### src/rtl/piso_pkg.sv
`default_nettype none
// ============================================================================
//  Module      : piso_pkg
//  Description : Shared types and line levels for the piso_tx serial framer.
//  Revision    : 1.0 - initial release
// ============================================================================
package piso_pkg;

  // Frame phases of the transmitter
  typedef enum logic [2:0] {
    IDLE   = 3'd0,
    START  = 3'd1,
    DATA   = 3'd2,
    PARITY = 3'd3,
    STOP   = 3'd4
  } state_t;

  // Serial line levels
  localparam logic IDLE_LEVEL  = 1'b1;
  localparam logic START_LEVEL = 1'b0;

endpackage : piso_pkg
`default_nettype wire

### src/rtl/piso_tx_bit_timer.sv
`default_nettype none
// ============================================================================
//  Module      : bit_timer
//  Description : Free-running bit-period counter. tick marks the last clock
//                of a bit period; pre_tick says the next clock will be that
//                last clock, so registered outputs can line up with tick.
//  Revision    : 1.0 - initial release
// ============================================================================
module bit_timer #(
  parameter int CLKS_PER_BIT = 1
) (
  input  logic clk,
  input  logic rstn,
  input  logic clr,
  output logic tick,
  output logic pre_tick
);

  localparam int CW = (CLKS_PER_BIT > 1) ? $clog2(CLKS_PER_BIT) : 1;
  localparam logic [CW-1:0] LAST = CW'(CLKS_PER_BIT - 1);

  logic [CW-1:0] count;

  // Count 0..CLKS_PER_BIT-1 and wrap; clr realigns to the start of a period
  always_ff @(posedge clk or negedge rstn) begin
    if (!rstn) begin
      count <= '0;
    end else if (clr || tick) begin
      count <= '0;
    end else begin
      count <= count + CW'(1);
    end
  end

  assign tick = (count == LAST);

  // Look-ahead: with one clock per bit every clock is the last one
  generate
    if (CLKS_PER_BIT == 1) begin : g_every_cycle
      assign pre_tick = 1'b1;
    end else begin : g_multi_cycle
      localparam logic [CW-1:0] PRE = CW'(CLKS_PER_BIT - 2);
      assign pre_tick = !clr && (count == PRE);
    end
  endgenerate

endmodule : bit_timer
`default_nettype wire

### src/rtl/piso_tx.sv
`default_nettype none
// ============================================================================
//  Module      : piso_tx
//  Description : Parallel-in/serial-out framed transmitter. Frame is start
//                bit, data LSB first, even parity, stop bit. Word accepted
//                over a valid/ready handshake; back-to-back frames allowed.
//  Revision    : 1.0 - initial release
// ============================================================================
module piso_tx
  import piso_pkg::*;
#(
  parameter int WIDTH        = 8,
  parameter int CLKS_PER_BIT = 1
) (
  input  logic             clk,
  input  logic             rstn,
  input  logic [WIDTH-1:0] din,
  input  logic             din_valid,
  output logic             din_ready,
  output logic             sout,
  output logic             busy,
  output logic             done
);

  localparam int BCW = $clog2(WIDTH + 1);
  localparam logic [BCW-1:0] LAST_BIT = BCW'(WIDTH - 1);

  state_t           state, state_d;
  logic [WIDTH-1:0] shift, shift_d;
  logic             parity, parity_d;
  logic [BCW-1:0]   bit_cnt, bit_cnt_d;
  logic             sout_d, busy_d, done_d;
  logic             tick, pre_tick, xfer;

  // Ready in IDLE, or in the last clock of STOP so frames can abut
  assign din_ready = (state == IDLE) || ((state == STOP) && tick);
  assign xfer      = din_valid && din_ready;

  bit_timer #(
    .CLKS_PER_BIT(CLKS_PER_BIT)
  ) u_bit_timer (
    .clk     (clk),
    .rstn    (rstn),
    .clr     (xfer),
    .tick    (tick),
    .pre_tick(pre_tick)
  );

  // State register
  always_ff @(posedge clk or negedge rstn) begin
    if (!rstn) begin
      state <= IDLE;
    end else begin
      state <= state_d;
    end
  end

  // Next-state and next-output decode; sout is computed one clock ahead
  always_comb begin
    state_d   = state;
    shift_d   = shift;
    parity_d  = parity;
    bit_cnt_d = bit_cnt;
    sout_d    = sout;
    case (state)
      IDLE: begin
        sout_d = IDLE_LEVEL;
        if (xfer) begin
          state_d  = START;
          shift_d  = din;
          parity_d = ^din;
          sout_d   = START_LEVEL;
        end
      end
      START: begin
        if (tick) begin
          state_d   = DATA;
          bit_cnt_d = '0;
          sout_d    = shift[0];
        end
      end
      DATA: begin
        if (tick) begin
          shift_d = shift >> 1;
          if (bit_cnt == LAST_BIT) begin
            state_d = PARITY;
            sout_d  = parity;
          end else begin
            bit_cnt_d = bit_cnt + BCW'(1);
            sout_d    = shift_d[0];
          end
        end
      end
      PARITY: begin
        if (tick) begin
          state_d = STOP;
          sout_d  = IDLE_LEVEL;
        end
      end
      STOP: begin
        if (tick) begin
          if (xfer) begin
            state_d  = START;
            shift_d  = din;
            parity_d = ^din;
            sout_d   = START_LEVEL;
          end else begin
            state_d = IDLE;
            sout_d  = IDLE_LEVEL;
          end
        end
      end
      default: begin
        state_d = IDLE;
        sout_d  = IDLE_LEVEL;
      end
    endcase
    busy_d = (state_d != IDLE);
    done_d = (state_d == STOP) && pre_tick;
  end

  // Datapath and registered outputs
  always_ff @(posedge clk or negedge rstn) begin
    if (!rstn) begin
      shift   <= '0;
      parity  <= 1'b0;
      bit_cnt <= '0;
      sout    <= IDLE_LEVEL;
      busy    <= 1'b0;
      done    <= 1'b0;
    end else begin
      shift   <= shift_d;
      parity  <= parity_d;
      bit_cnt <= bit_cnt_d;
      sout    <= sout_d;
      busy    <= busy_d;
      done    <= done_d;
    end
  end

endmodule : piso_tx
`default_nettype wire

### config.mk
export PLATFORM = sky130hd
export DESIGN_NAME = piso_tx
export DESIGN_NICKNAME = d
export VERILOG_FILES = /design/src/rtl/piso_pkg.sv /design/src/rtl/piso_tx_bit_timer.sv /design/src/rtl/piso_tx.sv
export SDC_FILE = /design/constraint.sdc
export NUM_CORES = 1
export LEC_CHECK = 0
export BUFFER_PORTS_ARGS = -buffer_cell sky130_fd_sc_hd__buf_4
export CORE_AREA = 4 4 62 47
export CTS_CLUSTER_SIZE = 14
export DETAILED_ROUTE_END_ITERATION = 8
export DIE_AREA = 0 0 66 51
export GPL_ROUTABILITY_DRIVEN = 0
export GPL_TIMING_DRIVEN = 0
export HOLD_SLACK_MARGIN = 0.05
export PLACE_DENSITY_LB_ADDON = 0.08
export SLEW_MARGIN = 20
export SYNTH_ARGS = -nofsm -noshare
export SYNTH_HDL_FRONTEND = slang
export SYNTH_HIERARCHICAL = 1
export SYNTH_SLANG_ARGS = --single-unit
export TNS_END_PERCENT = 10
### constraint.sdc
create_clock -name clk -period 1.4 [get_ports clk]
set_input_delay 0.14 -clock clk [delete_from_list [all_inputs] [get_ports clk]]
set_output_delay 0.14 -clock clk [all_outputs]
set_load 0.005 [all_outputs]
==> out/metrics.cfg <==
[status]
outcome=complete, but fails checks
violations=setup timing

[sta]
whs_ns=0.0966
fin_crit_sh_pct=106
fmax_mhz=672
rsz0062_at_grt=yes
hold_viol=0
setup_slack_ns=-0.0875
setup_viol=12
slew_violations=0
setup_tns_ns=-0.317
finalCriticalPeriod_ns=1.49
fin_skew_ns=0.00718

[synthesis]
yosysTopAreaCell=dfrtp_1
ys.flop_type=dfrtp_1
yosysTopAreaCellShare_pct=41.9
synthTopCellsByArea=dfrtp_1 42%, mux2i_1 7.9%, o21ai_0 5.7%
synth_edf_count=0
synth_seq_cells=20
async_flop_share_pct=100
syn_nets=126
ys_types=37
syn_area_um2=1130
seq_area_frac_synth_pct=44.2
syn_inst=114
postSynthAreaPerCell_um2=9.95
yosys_warnings=6

[clocking]
cts_max_level=1
path_clk_slew_ns=0.12
clock_latency_ns=0.31
cts_tree=yes
cts-root-buf=clkbuf_4
clock_path_buffers=2
numCtsBuffers=3
cts_sinks=20

[drt]
postRouteAntennaNets=0
route.detailed.wl_per_inst_um=14.1
routed_wl_um=2470
vias=916
first_pass_iters=4
drt_iter0_markers=69
viasPerCell=5.23
drc=0

[die]
initial_core_util_pct=48.4
dieHeight_um=51
die_width_um=66
ios=15
core_area_um2=2350
core.rowCount=15
die_area_um2=3370

[layout]
nFillCells=215
seq_area_um2=503
drive_gt1_share_pct=32.6
multi_input_area_um2=588
fin_cells=175
area_growth_pct=25.4
fin_util_pct=60.6
nets=154
design_area_um2=1420
n_antenna_cell=0

[placed_design]
post-place-ws_ns=-0.234
place_inst=162
placed_area_um2=1290
portBuffers=14
dp_hpwl_um=1710

[critical_path]
end_kind=flop
cp.arrival_ns=1.73
start_kind=flop
max_stage_delay_ns=0.45
critPathMaxFanout=10
path_class=flop to flop
path_cells=buf_6 > or2_2 > mux2i_1 > a221o_1
slowest_stage=dfrtp_1
required_ns=1.64

[pwr]
power_density_nw_per_um2=1980
p_leak_nw=0.638
total_power_mw=2.82
peakVddDrop_v=0.000995

[global_route]
grt_pass1_wl_um=4220
grt_pass1_vias=946
grt_start_max_net_pins=21
grt_overflow_total=0
track_usage_pct=16.8
grt_antenna_before_repair=0

[min_path]
worstHoldPathType=input port to flop

[run]
drv_cap=0

final timing paths:
kind,startpoint,endpoint,slack (ns),cells after the start
max reg2reg,state[0]$_DFF_PN0_,sout$_DFFE_PN1P_,-0.09,4
min in group asynchronous,rstn,shift[5]$_DFFE_PN0P_,0.23,2
min reg2reg,shift[3]$_DFFE_PN0P_,shift[3]$_DFFE_PN0P_,0.50,2
max in group asynchronous,rstn,sout$_DFFE_PN1P_,0.89,2
max,state[0]$_DFF_PN0_,sout$_DFFE_PN1P_,-0.09,4
min,din[7],shift[7]$_DFFE_PN0P_,0.1,2
layer usage:
layer	wire [µm]	share of wire, %	global-route usage, %
met1	1230	50	22.5
met2	1100	45	25.6
met3	114	4.6	5.27
met4	24	0.97	6.08
met5	0	0	0
power breakdown:
group | switching, mW | total (mW) | internal (mW)
Sequential | 0.151 | 0.965 | 0.814
Clock | 0.185 | 0.296 | 0.111
Combinational | 0.741 | 1.56 | 0.816
worst max-delay path, delay by kind of cell (launching register included):
kind	cells	cell delay (ns)
multiplexers	1	0.15
AO/OA/AOI/OAI	1	0.31
AND/OR/NAND/NOR	1	0.35
buffers and inverters	1	0.17
flip-flops	1	0.45
state kept, by name (all words and copies together), names as in the netlist:
name               count
shift                  8
bit_cnt                4
state                  3
busy                   1
done                   1
parity                 1
sout                   1
u_bit_timer/count      1
cells in the final DEF (no fill, tap or decap), drive strengths merged, types with 3 or more instances in the layout:
master / netlist / final
and2: 3 / 3
buf: 7 / 29
clkbuf: 0 / 4
dfrtp: 19 / 19
inv: 5 / 5
mux2i: 9 / 9
nand2: 16 / 16
o21ai: 14 / 14
o22ai: 3 / 3
xnor2: 7 / 7
logic make-up (layout without fill, tap and decap cells):
group,Yosys count,after routing,share of synthesized area [%]
muxes,10,10,8.93
DFF,20,20,44.2
AOI/OAI and AO/OA,27,27,16.3
and+or+nand+nor,33,33,15.0
xor gates and xnor gates,9,9,6.95
other,2,2,0.662
adders and majority gates,1,1,1.10
buffers and inverters,12,39,6.84
cell usage after synthesis (2+ instances only):
| master | instances |
|---|---|
| inv_1 | 5 |
| mux2i_1 | 9 |
| o21ai_0 | 13 |
| and2_1 | 3 |
| a21oi_1 | 2 |
| nor2_1 | 2 |
| nand2b_1 | 2 |
| nand2_1 | 16 |
| nand3_1 | 2 |
| xor2_1 | 2 |
| conb_1 | 2 |
| buf_4 | 2 |
| xnor2_1 | 7 |
| o22ai_1 | 3 |
| buf_2 | 2 |
| buf_6 | 3 |
| dfrtp_1 | 19 |
cell type report:
| cell class | instances | share of cell area [%] |
|---|---|---|
| buffer | 7 | 4.84 |
| clock buffer | 4 | 1.85 |
| inverter | 5 | 1.32 |
| multi-input combinational | 82 | 41.3 |
| sequential | 20 | 35.4 |
| tap | 34 | 2.99 |
| timing repair buffer | 23 | 12.3 |
timing repair:
action | 4_1_cts | 5_1_grt
buffers inserted | 8 | 0
hold buffers | 1 | 0
pin swaps | 9 | 5
setup endpoints to repair | 13 | 16
endpoints found under the hold margin | 20 | 0
gates resized for setup | 11 | 8
Note: power is estimated with default switching activity, not from simulation.
